<file path="config.mk">
export PLATFORM = sky130hd
export DESIGN_NAME = watch_display_driver_flat
export DESIGN_NICKNAME = d
export VERILOG_FILES = /design/src/rtl/watch_display_if.sv /design/src/rtl/watch_display_driver.sv /design/src/flat_wrapper.sv
export SDC_FILE = /design/constraint.sdc
export NUM_CORES = 1
export LEC_CHECK = 0
export BUFFER_PORTS_ARGS = -buffer_cell sky130_fd_sc_hd__buf_2
export CAP_MARGIN = 30
export CORE_ASPECT_RATIO = 1.5
export CORE_MARGIN = 2
export CORE_UTILIZATION = 30
export CTS_BUF_LIST = sky130_fd_sc_hd__clkbuf_16
export DETAILED_ROUTE_END_ITERATION = 7
export GPL_TIMING_DRIVEN = 1
export PLACE_DENSITY_LB_ADDON = 0.05
export SYNTH_ARGS = -nofsm -noshare
export SYNTH_HDL_FRONTEND = slang
export SYNTH_SLANG_ARGS = --single-unit
</file>
<file path="constraint.sdc">
create_clock -name clk -period 7.65 [get_ports clk]
set_input_delay 0.765 -clock clk [delete_from_list [all_inputs] [get_ports clk]]
set_output_delay 0.765 -clock clk [all_outputs]
set_load 0.02 [all_outputs]
</file>
<file path="src/rtl/watch_display_if.sv">
// Bus between the watch core / board and the display driver: time inputs in, 7-segment scan out.
interface watch_display_if;
  logic [5:0] second_count;
  logic [5:0] minute_count;
  logic [4:0] hour_count;
  logic       alarm_flash;
  logic [6:0] seg;
  logic       dp;
  logic [5:0] an;
  logic       conv_busy;

  modport master (
    output second_count, minute_count, hour_count, alarm_flash,
    input  seg, dp, an, conv_busy
  );

  modport slave (
    input  second_count, minute_count, hour_count, alarm_flash,
    output seg, dp, an, conv_busy
  );
endinterface

</file>
<file path="src/rtl/watch_display_driver.sv">
// Snapshots watch time, converts it to BCD with a shift-add-3 FSM and scans six digits
// onto an active-low 7-segment bus. Optional macro: LEADING_ZERO_BLANK_EN (blank hours-tens zero).
module watch_display_driver #(
  parameter int unsigned SCAN_DIV = 17_000
) (
  input logic            clk,
  input logic            reset,
  watch_display_if.slave bus
);
  localparam int unsigned CNT_W  = (SCAN_DIV > 1) ? $clog2(SCAN_DIV) : 1;
  localparam int unsigned BIN_W  = 6;
  localparam int unsigned BCD_W  = 8;
  localparam int unsigned SEL_W  = 3;
  localparam int unsigned NDIG   = 6;
  localparam int unsigned ITER_W = 3;
  localparam int unsigned SEG_W  = 7;

  typedef enum logic [1:0] {IDLE, SHIFT, DONE} state_t;

  logic [CNT_W-1:0]  scan_cnt;
  logic [SEL_W-1:0]  digit_sel;
  logic              tick;
  logic              conv_start;
  state_t            state;
  logic [ITER_W-1:0] iter;
  logic [BIN_W-1:0]  bin_s, bin_m, bin_h;
  logic [BCD_W-1:0]  bcd_s, bcd_m, bcd_h;
  logic [3:0]        digit [NDIG];
  logic [3:0]        cur_digit;
  logic [SEG_W-1:0]  seg_q;
  logic              dp_q;
  logic [NDIG-1:0]   an_q;
  logic              busy_q;

  assign tick       = (scan_cnt == CNT_W'(SCAN_DIV - 1));
  assign conv_start = tick && (digit_sel == SEL_W'(NDIG - 1));

  assign bus.seg       = seg_q;
  assign bus.dp        = dp_q;
  assign bus.an        = an_q;
  assign bus.conv_busy = busy_q;

  // Add 3 to every BCD nibble that would overflow past 9 on the next shift.
  function automatic logic [BCD_W-1:0] add3(input logic [BCD_W-1:0] b);
    logic [BCD_W-1:0] r;
    r = b;
    if (b[3:0] >= 4'd5) r[3:0] = b[3:0] + 4'd3;
    if (b[7:4] >= 4'd5) r[7:4] = b[7:4] + 4'd3;
    return r;
  endfunction

  function automatic logic [SEG_W-1:0] seg_decode(input logic [3:0] d);
    logic [SEG_W-1:0] s;
    case (d)
      4'd0:    s = 7'h40;
      4'd1:    s = 7'h79;
      4'd2:    s = 7'h24;
      4'd3:    s = 7'h30;
      4'd4:    s = 7'h19;
      4'd5:    s = 7'h12;
      4'd6:    s = 7'h02;
      4'd7:    s = 7'h78;
      4'd8:    s = 7'h00;
      4'd9:    s = 7'h10;
      default: s = 7'h7F;
    endcase
    return s;
  endfunction

  always_comb begin
    cur_digit = 4'd0;
    case (digit_sel)
      3'd0:    cur_digit = digit[0];
      3'd1:    cur_digit = digit[1];
      3'd2:    cur_digit = digit[2];
      3'd3:    cur_digit = digit[3];
      3'd4:    cur_digit = digit[4];
      3'd5:    cur_digit = digit[5];
      default: cur_digit = 4'd0;
    endcase
  end

  // Digit dwell counter and digit selector.
  always_ff @(posedge clk) begin
    if (reset) begin
      scan_cnt  <= '0;
      digit_sel <= '0;
    end else begin
      scan_cnt <= tick ? '0 : scan_cnt + CNT_W'(1);
      if (tick) digit_sel <= (digit_sel == SEL_W'(NDIG - 1)) ? '0 : digit_sel + SEL_W'(1);
    end
  end

  // Binary-to-BCD conversion FSM; digit registers only change in DONE.
  always_ff @(posedge clk) begin
    if (reset) begin
      state  <= IDLE;
      iter   <= '0;
      busy_q <= 1'b0;
      bin_s  <= '0;
      bin_m  <= '0;
      bin_h  <= '0;
      bcd_s  <= '0;
      bcd_m  <= '0;
      bcd_h  <= '0;
      for (int i = 0; i < int'(NDIG); i++) digit[i] <= 4'd0;
    end else begin
      case (state)
        IDLE: begin
          if (conv_start) begin
            bin_s  <= bus.second_count;
            bin_m  <= bus.minute_count;
            bin_h  <= {1'b0, bus.hour_count};
            bcd_s  <= '0;
            bcd_m  <= '0;
            bcd_h  <= '0;
            iter   <= '0;
            busy_q <= 1'b1;
            state  <= SHIFT;
          end
        end
        SHIFT: begin
          {bcd_s, bin_s} <= {add3(bcd_s), bin_s} << 1;
          {bcd_m, bin_m} <= {add3(bcd_m), bin_m} << 1;
          {bcd_h, bin_h} <= {add3(bcd_h), bin_h} << 1;
          iter <= iter + ITER_W'(1);
          if (iter == ITER_W'(BIN_W - 1)) state <= DONE;
        end
        DONE: begin
          digit[0] <= bcd_s[3:0];
          digit[1] <= bcd_s[7:4];
          digit[2] <= bcd_m[3:0];
          digit[3] <= bcd_m[7:4];
          digit[4] <= bcd_h[3:0];
          digit[5] <= bcd_h[7:4];
          busy_q   <= 1'b0;
          state    <= IDLE;
        end
        default: begin
          busy_q <= 1'b0;
          state  <= IDLE;
        end
      endcase
    end
  end

  // Registered display outputs, one cycle behind digit_sel.
  always_ff @(posedge clk) begin
    if (reset) begin
      seg_q <= 7'h7F;
      dp_q  <= 1'b1;
      an_q  <= 6'h3F;
    end else begin
      seg_q <= seg_decode(cur_digit);
      an_q  <= ~(NDIG'(1) << digit_sel);
      dp_q  <= ~((digit_sel == SEL_W'(2)) || (digit_sel == SEL_W'(4)) || bus.alarm_flash);
`ifdef LEADING_ZERO_BLANK_EN
      if ((digit_sel == SEL_W'(NDIG - 1)) && (digit[5] == 4'd0)) begin
        seg_q <= 7'h7F;
        an_q  <= 6'h3F;
      end
`endif
    end
  end

endmodule

</file>
<file path="src/flat_wrapper.sv">
// flat-port wrapper written by rule: the top's interface ports become plain ports
module watch_display_driver_flat 
#(
  parameter int unsigned SCAN_DIV = 17_000
)
  (clk, reset, bus_second_count, bus_minute_count, bus_hour_count, bus_alarm_flash, bus_seg, bus_dp, bus_an, bus_conv_busy);
  watch_display_if bus_i ();
  input logic clk;
  input logic reset;
  input wire logic [$bits(bus_i.second_count)-1:0] bus_second_count;
  input wire logic [$bits(bus_i.minute_count)-1:0] bus_minute_count;
  input wire logic [$bits(bus_i.hour_count)-1:0] bus_hour_count;
  input wire logic [$bits(bus_i.alarm_flash)-1:0] bus_alarm_flash;
  output wire logic [$bits(bus_i.seg)-1:0] bus_seg;
  output wire logic [$bits(bus_i.dp)-1:0] bus_dp;
  output wire logic [$bits(bus_i.an)-1:0] bus_an;
  output wire logic [$bits(bus_i.conv_busy)-1:0] bus_conv_busy;
  assign bus_i.second_count = bus_second_count;
  assign bus_i.minute_count = bus_minute_count;
  assign bus_i.hour_count = bus_hour_count;
  assign bus_i.alarm_flash = bus_alarm_flash;
  assign bus_seg = bus_i.seg;
  assign bus_dp = bus_i.dp;
  assign bus_an = bus_i.an;
  assign bus_conv_busy = bus_i.conv_busy;
  watch_display_driver #(.SCAN_DIV(SCAN_DIV)) u_core (.clk(clk), .reset(reset), .bus(bus_i));
endmodule
</file>
## Word-level counts from Yosys, hierarchy flattened

Memories as Yosys holds them, arrays and structs flattened. A register that Yosys moved wholly into a read port is not among the register bits.
Cells that the tools add are included.

| word-level totals | value |
|---|---|
| register bits after elaboration | 73 |
| bits in latches | 0 |
| memory bits (writable) | 24 |
| memory bits (read-only) | 112 |
| input bits | 20 |
| output and inout bits | 15 |
| word-level logic and storage cells | 97 |
| memories | 2 |

| operators by class | value |
|---|---|
| $add $sub $neg | 9 |
| multiply operators | 0 |
| divide/modulo/power cells | 0 |
| $lt $le $gt $ge | 6 |
| equal/unequal tests | 11 |
| shift operators | 1 |
| mux-type cells | 36 |
| bitwise operators | 9 |
| reduce and logical (&&, ||, !) cells | 10 |

Memory list:

| name | words | width | rd ports | clocked after memory_dff | wr ports | RTL line | RTL |
|---|---|---|---|---|---|---|---|
| (name not given) | 16 | 7 | 1 | 1 | 0 | watch_display_driver.sv:54 | `case (d)` |
| u_core.digit | 6 | 4 | 6 | 0 | 6 | watch_display_driver.sv:28 | `logic [3:0] digit [NDIG];` |

Operator list:

| kind | number |
|---|---|
| case mux 8 bit (2 select lines) | 3 |
| 2-to-1 mux 4 bit | 9 |
| case mux 6 bit (2 select lines) | 3 |
| greater-or-equal comparator 4 x 3 -> 1 bit, second input constant | 6 |
| case mux 4 bit (6 select lines) | 1 |
| 2-to-1 mux 6 bit | 3 |
| adder 15 x 1 -> 15 bit, second input constant | 1 |
| equality test 15 bit, second input constant | 1 |
| 2-to-1 mux 3 bit | 5 |
| adder 4 x 2 -> 4 bit, second input constant | 3 |
| adder 3 x 2 -> 3 bit, second input constant | 3 |
| equality test 3 bit, second input constant | 3 |
| 2-to-1 mux 8 bit | 1 |
| adder 3 x 1 -> 3 bit, second input constant | 2 |
| equality test 3 x 2 -> 1 bit, second input constant | 2 |
| 2-to-1 mux 1 bit | 6 |
| inverter 6 bit | 1 |
| OR 1 bit | 6 |
| case mux 3 bit (2 select lines) | 1 |
| AND reduction 2 bit | 3 |
| left shift 1 x 3 -> 6 bit, first input constant | 1 |
| 2-to-1 mux 2 bit | 2 |
| inequality test 2 x 1 -> 1 bit, second input constant | 2 |
| case mux 2 bit (2 select lines) | 1 |
| 11 further kinds | 13 |

## Logic depth before layout (Yosys ltp)

Gate-level depths: netlist of run 1.

| depth | value |
|---|---|
| depth in word-level cells | 5 |
| depth in mapped cells | 11 |

## Worst setup path before layout of run 1

OpenSTA, ideal clock, no wires.

| path | value |
|---|---|
| path kind | register to register |
| start point | reg u_core.digit_sel[1] |
| end point | reg u_core.seg_q[3], in the netlist u_core.bus.seg[3] |
| library setup time | 132 ps |
| data arrival time | 2,485 ps |
| path slack | 5,033 ps |
| stages on the path, launching flop included | 12 |
| path buffers | 2 |
| clock period less this slack | 2,617 ps |
| cell sequence | dfxtp_1 clkbuf_1 clkbuf_1 and2_1 ha_1 and2_1 a2111oi_0 inv_1 ha_1 inv_1 mux2_2 a22oi_1 |

| on the way | value |
|---|---|
| cells in the longest elaborated chain, start to end | 2 |
| elaborated cells between the ends (all ways) | 7 |
| those cells by class | eq/ne (5); mux (1); reduce/logical (1) |

RTL lines:

| element | RTL line | RTL |
|---|---|---|
| start, declared | watch_display_driver.sv:21 | `logic [SEL_W-1:0] digit_sel;` |
| start signal, assigned | watch_display_driver.sv:90 | `if (tick) digit_sel <= (digit_sel == SEL_W'(NDIG - 1)) ? '0 : digit_sel + SEL_W'(1);` |
| equality test 3 bit (tied with other cells) | watch_display_driver.sv:72 | `case (digit_sel)` |
| case mux 4 bit (6 select lines) (*) | watch_display_driver.sv:72 |  |
| end, declared | watch_display_driver.sv:30 | `logic [SEG_W-1:0] seg_q;` |

Mark *: on every way between the ends. The rest lies on a longest branch, timed or not.
A chain may end at the register's enable or synchronous reset.

## Worst setup path after layout of run 1

| path | value |
|---|---|
| start point | reg u_core.digit_sel[2] |
| end point | reg u_core.seg_q[1], in the netlist u_core.bus.seg[1] |

The elaborated chain is that of the path after synthesis.

==> results of run 1 <==
[placed cells by master (no fill, tap or decap), types with 23 or more instances in the layout]
cell type  netlist  layout
a21oi_1         52      52
buf_2            2      34
dfxtp_1         80      80
edfxtp_1        24      24
inv_1           27      28
mux2i_1         25      25
nand2_1         29      29
nand3_1         23      23
nor2_1          43      43
nor3_1          36      36
o21ai_0         28      28
[final cells by class]
class | count | area share (%)
Clock inverter | 6 | 0.7461
Inverter | 27 | 1.889
Multi-Input combinational cell | 344 | 40.55
Clock buffer | 10 | 4.663
Timing Repair Buffer | 41 | 4.150
Sequential cell | 104 | 43.27
Tap cell | 203 | 4.733
[through the flow]
stage / total power, µW / setup WS [ns] / util, %
3_5_place_dp: 624.2 / 4.346 / 32.78
2_1_floorplan: 608.5 / 5.033 / -
5_1_grt: 1102 / 4.252 / 34.66
3_3_place_gp: 623.8 / 4.392 / 32.73
6_report: 1061 / 4.524 / 34.66
4_1_cts: 1082 / 4.441 / 34.66
[worst max-delay path, cell delays in order, from the launching register on]
cell     delay (ns)
dfxtp_1        0.75
inv_1          0.22
ha_1           0.30
a32o_1         0.24
nor3_1         0.77
inv_1          0.16
ha_1           0.36
nand2_1        0.05
a21o_1         0.17
[final timing paths]
kind	from	to	slack (ns)	cells after the start
worst max register to register	u_core.digit_sel[2]	u_core.bus.seg[1]	4.52	8
worst min register to register	u_core.scan_cnt[0]	u_core.scan_cnt[0]	0.45	1
worst min-delay path	u_core.scan_cnt[0]	u_core.scan_cnt[0]	0.45	1
worst max-delay path	u_core.digit_sel[2]	u_core.bus.seg[1]	4.52	8
[Yosys cell counts, drive strengths merged, types with 2 or more instances]
library cell,count
buf,3
and3,4
inv,27
a22oi,4
or4b,2
nand3,24
or2,3
xnor2,15
nor3,36
clkbuf,25
nand4,2
nor2,43
nand3b,3
dfxtp,80
mux2,3
nor4,3
a31oi,2
nand2,29
mux2i,25
and2,9
o32ai,6
xor2,10
a21oi,52
or3,3
o21ai,28
ha,21
nand2b,8
a2111oi,2
edfxtp,24
[flip-flops by register name (all words and copies together) (netlist names)]
| signal | count |
|---|---|
| u_core.bcd_h | 8 |
| u_core.bcd_m | 8 |
| u_core.bcd_s | 8 |
| u_core.bin_h | 6 |
| u_core.bin_m | 6 |
| u_core.bin_s | 6 |
| u_core.bus.an | 6 |
| u_core.bus.conv_busy | 1 |
| u_core.bus.dp | 1 |
| u_core.bus.seg | 7 |
| u_core.digit | 24 |
| u_core.digit_sel | 3 |
| u_core.iter | 3 |
| u_core.scan_cnt | 15 |
| u_core.state | 2 |
[layer usage]
metal	GRT usage (%)	share of wire [%]	up-vias
met5	0	0	-
met4	5.451	1.7	0
met3	2.195	3.1	13
met2	23.84	51	62
met1	15.95	44	1669
li1	-	-	1800
[where the power goes]
part / switching (µW) / internal (µW) / leakage (µW)
Sequential: 3.08 / 569 / 0.000896
Clock: 209 / 241 / 0.000145
Combinational: 24.7 / 13.2 / 0.000959
[kinds of logic (layout without fill, tap and decap cells)]
kind of cell / after synthesis / after routing
DFF: 104 / 104
and+or+nand+nor: 173 / 173
xor gates and xnor gates: 25 / 25
AOI/OAI and AO/OA: 97 / 97
muxes: 28 / 28
adders and majority gates: 21 / 21
buffers and inverters: 55 / 84
==> results.cfg, run 1 <==
[placed_design]
hpwl_um = 7172
dpl-instance-area_um2 = 5076
dp_cells = 719
gp_congestion = 0.7806
port_buffers = 34

[clocking]
post_cts_buffers = 0
tritoncts = built
numCtsBuffers = 9
clock-sinks = 104
clk-insertion-delay-late_ns = 0.34
clockBufferDepth = 2
cts_max_level = 3
cts_resized = 0
hold_buffers = 0
path_clk_slew_ns = 0.07
cts-root-buf = clkbuf_16

[global_route]
grt_usage_pct = 13.41
first_global_vias = 3525
grt_max_degree = 65
grt_overflow = 0
grt_antenna_before_repair = 0
grt_pass1_wl_um = 17680

[drt]
antenna_left = 0
vias = 3544
via_per_inst = 4.822
first_pass_iters = 4
routedWlPerCell_um = 14.18
route.detailed.drc = 0
drt-initial-drc-count = 152
wirelength_um = 10420

[logic_synthesis]
async_reset_ff_share_pct = 0
synth_top_family_by_area = simple AND/OR/NAND/NOR gates
synth.avg_cell_area_um2 = 9.368
synthAdderAreaFrac_pct = 5.576
synth_area_leader_cell = dfxtp_1
syn_nets = 544
synth.distinct_cells = 40
yosysSeqAreaShare_pct = 49.28
synthCells = 503
synth-xor-area-share_pct = 4.647
synth-simple-area-share_pct = 18.43
synth_edf_count = 24
synth_compound_gate_area_share_pct = 11.44
synthFlopType = dfxtp_1
synth.cell_area_um2 = 4712
yosys-top-cells-area = dfxtp_1 (34%), edfxtp_1 (15%), ha_1 (5.6%)
synth-seq-cells = 104
synthMuxAreaShare_pct = 6.028
synth_top_area_share_pct = 33.99
yosys_warnings = 0

[timing]
drv_slew = 0
max_freq_mhz = 319.9
min_period_ns = 3.126
tns_ns = 0
setup_viol = 0
slew_headroom_pct = 32.04
fin_crit_sh_pct = 40.86
tightest_slew_ns = 1.012
grt_setup_unrepaired = no
finalClockSkew_ns = 0.01256
hold-worst-slack_ns = 0.4541
hold_violations = 0

[die]
dieHeight_um = 157.5
die-area_um2 = 16750
fp-row-count = 56
fp.dieW_um = 106.3
initial_core_util_pct = 30.43
boundaryPins = 35
fp.coreArea_um2 = 15480

[setup_path]
cp-start-kind = register
path_class = reg2reg
end_kind = register
worstPathRequired_ns = 7.89
cp_max_fo = 14
worst_ep_arrival_time_ns = 3.37

[final_layout]
area_delta_synth_final_pct = 13.89
multi_input_area_um2 = 2176
diodes = 0
nNetsFinal = 568
regArea_um2 = 2322
fin_cells = 735
layout-drive-gt1-share_pct = 11.84
design_area_um2 = 5366
fillers = 1604

[hold_path]
hp-class = reg2reg

[power_and_ir_drop]
p_leak_uw = 0.002000
max-vdd-ir-drop_mv = 0.08401
pwr_density_cell_nw_per_um2 = 197.6

[status]
status = complete, no violations

[job]
cap_violations = 0
(Power assumes the default switching activity.)
==> run 2, diff against run 1 <==
==> constraint.sdc (replaced) <==
create_clock -name clk -period 2.6 [get_ports clk]
set_input_delay 0.26 -clock clk [delete_from_list [all_inputs] [get_ports clk]]
set_output_delay 0.26 -clock clk [all_outputs]
set_load 0.02 [all_outputs]
==> run 2 against run 1 <==
Net effect:
- combinational power rose to 3.1 times the previous value
- via count down 1.0%
- first-iteration DRC count down 33%
- final area up 1.6%
- sequential cell count unchanged
- critical path depth up 2
- critical path type unchanged
- largest power group unchanged
- highest routed layer unchanged
==> results.cfg, run 2 (synthesis gave the netlist of run 1 again) <==
[die]
fp.coreArea_um2 = 15480
initial_core_util_pct = 30.43
fp.dieW_um = 106.3
fp-row-count = 56
dieHeight_um = 157.5
boundaryPins = 35
die-area_um2 = 16750

[timing]
setup_viol = 0
slew_headroom_pct = 53.94
finalClockSkew_ns = 0.01015
max_freq_mhz = 414.7
grt_setup_unrepaired = no
hold_violations = 0
min_period_ns = 2.412
tightest_slew_ns = 0.6877
fin_crit_sh_pct = 92.75
drv_slew = 0
tns_ns = 0

[final_layout]
largest_reg_flops = 24
layout-drive-gt1-share_pct = 13.60
nNetsFinal = 580
largestRegisters = u_core.digit x24, u_core.scan_cnt x15
largest_register = u_core.digit
layout_commonest_cell = dfxtp_1
area_delta_synth_final_pct = 15.75
diodes = 0
final_cell_mix = dfxtp_1 (80), a21oi_1 (52), nor2_1 (43), nor3_1 (36), buf_2 (34)
fin_cells = 747

[setup_path]
slowest_delay_ns = 0.47
crit_path_end = u_core.bus.seg[3]
cpMaxStageDelayCell = a2111oi_1
cp-start-kind = register
end_kind = register
timing.rr.end = u_core.bus.seg[3]
path_class = reg2reg
ff2ff_path_depth = 10
cp-startpoint = u_core.digit_sel[0]
cp_max_fo = 15
worstPathRequired_ns = 2.82
cp_cell_sequence = and2_1 -> ha_1 -> and2_1 -> a2111oi_1 -> buf_4 -> inv_1 -> ha_1 -> inv_1 -> mux2_2 -> a22oi_1
worst_ep_arrival_time_ns = 2.63
reg2reg_from = u_core.digit_sel[0]
rrSetupSlack_ns = 0.19

[clocking]
path_clk_slew_ns = 0.08
tritoncts = built
clock-sinks = 104
hold_buffers = 0
cts-root-buf = clkbuf_16
clk-insertion-delay-late_ns = 0.34
clockBufferDepth = 2
cts_max_level = 3
post_cts_buffers = 0
cts_resized = 0
numCtsBuffers = 9

[global_route]
grt_antenna_before_repair = 0
first_global_vias = 3471
grt_max_degree = 54
grt_overflow = 0
grt_pass1_wl_um = 17610
grt_usage_pct = 13.58

[power_and_ir_drop]
p_leak_uw = 0.002056
max-vdd-ir-drop_mv = 0.2484
pwr_density_cell_nw_per_um2 = 574.9

[drt]
via_per_inst = 4.696
route.detailed.drc = 0
routedWlPerCell_um = 14.45
vias = 3508
wirelength_um = 10800
drt-initial-drc-count = 102
antenna_left = 0
first_pass_iters = 4

[placed_design]
dp_cells = 731
port_buffers = 34
gp_congestion = 0.7324
hpwl_um = 7785

[hold_path]
hp-class = in2reg

[job]
cap_violations = 0

[status]
status = complete, no violations
-- run 2: where the power goes --
group	internal, µW	total (µW)	switching, µW
Sequential	1670	1680	9.58
Combinational	42.7	117	74.5
Clock	738	1330	596
Total	2460	3140	680
-- run 2: metrics by stage --
| stage | area [µm²] | power [µW] | util, % | setup WS (ns) | hold WS [ns] |
|---|---|---|---|---|---|
| 6_report | 5454 | 3136 | 35.22 | 0.1884 | 0.1087 |
| 5_1_grt | 5454 | 3267 | 35.22 | 0.09613 | 0.1016 |
| 4_1_cts | 5454 | 3192 | 35.22 | 0.1789 | 0.09987 |
| 3_5_place_dp | 5167 | 1842 | 33.37 | 0.1840 | 0.4387 |
| 3_3_place_gp | 5160 | 1842 | 33.32 | 0.2380 | 0.4310 |
| 2_1_floorplan | 4713 | 1790 | - | 0.07109 | 0.3714 |
-- run 2: worst min-delay path by stage --
stage                       startpoint            endpoint  slack (ns)  cells after the start
floorplan              bus_alarm_flash       u_core.bus.dp        0.37                      1
global placement    u_core.scan_cnt[0]  u_core.scan_cnt[0]        0.43                      1
detailed placement  u_core.scan_cnt[0]  u_core.scan_cnt[0]        0.44                      1
CTS                    bus_alarm_flash       u_core.bus.dp         0.1                      2
global route           bus_alarm_flash       u_core.bus.dp        0.10                      2
finish                 bus_alarm_flash       u_core.bus.dp        0.11                      2
-- run 2: final cells by class --
type | count | area (µm²)
clock inverter | 7 | 61.31
timing repair buffer | 53 | 312.8
tap | 203 | 254.0
sequential | 104 | 2322
clock buffer | 9 | 225.2
multi-input combinational | 344 | 2177
fill | 1604 | 10030
inverter | 27 | 101.3
-- run 2: routing by layer --
layer	share of wire, %	vias to the layer above	global-route usage [%]
met5	0	-	0
met4	1.7	0	5.013
met3	2.5	8	2.153
met2	52	52	25.34
met1	44	1626	15.39
li1	-	1822	-
-- run 2: critical path: cells and delay by family, from the launching register on --
family,cells,cell delay [ns]
flops,1,0.46
compound gates,2,0.54
fa+ha+maj,2,0.42
mux,1,0.15
buf+inv,3,0.35
simple gates,2,0.38
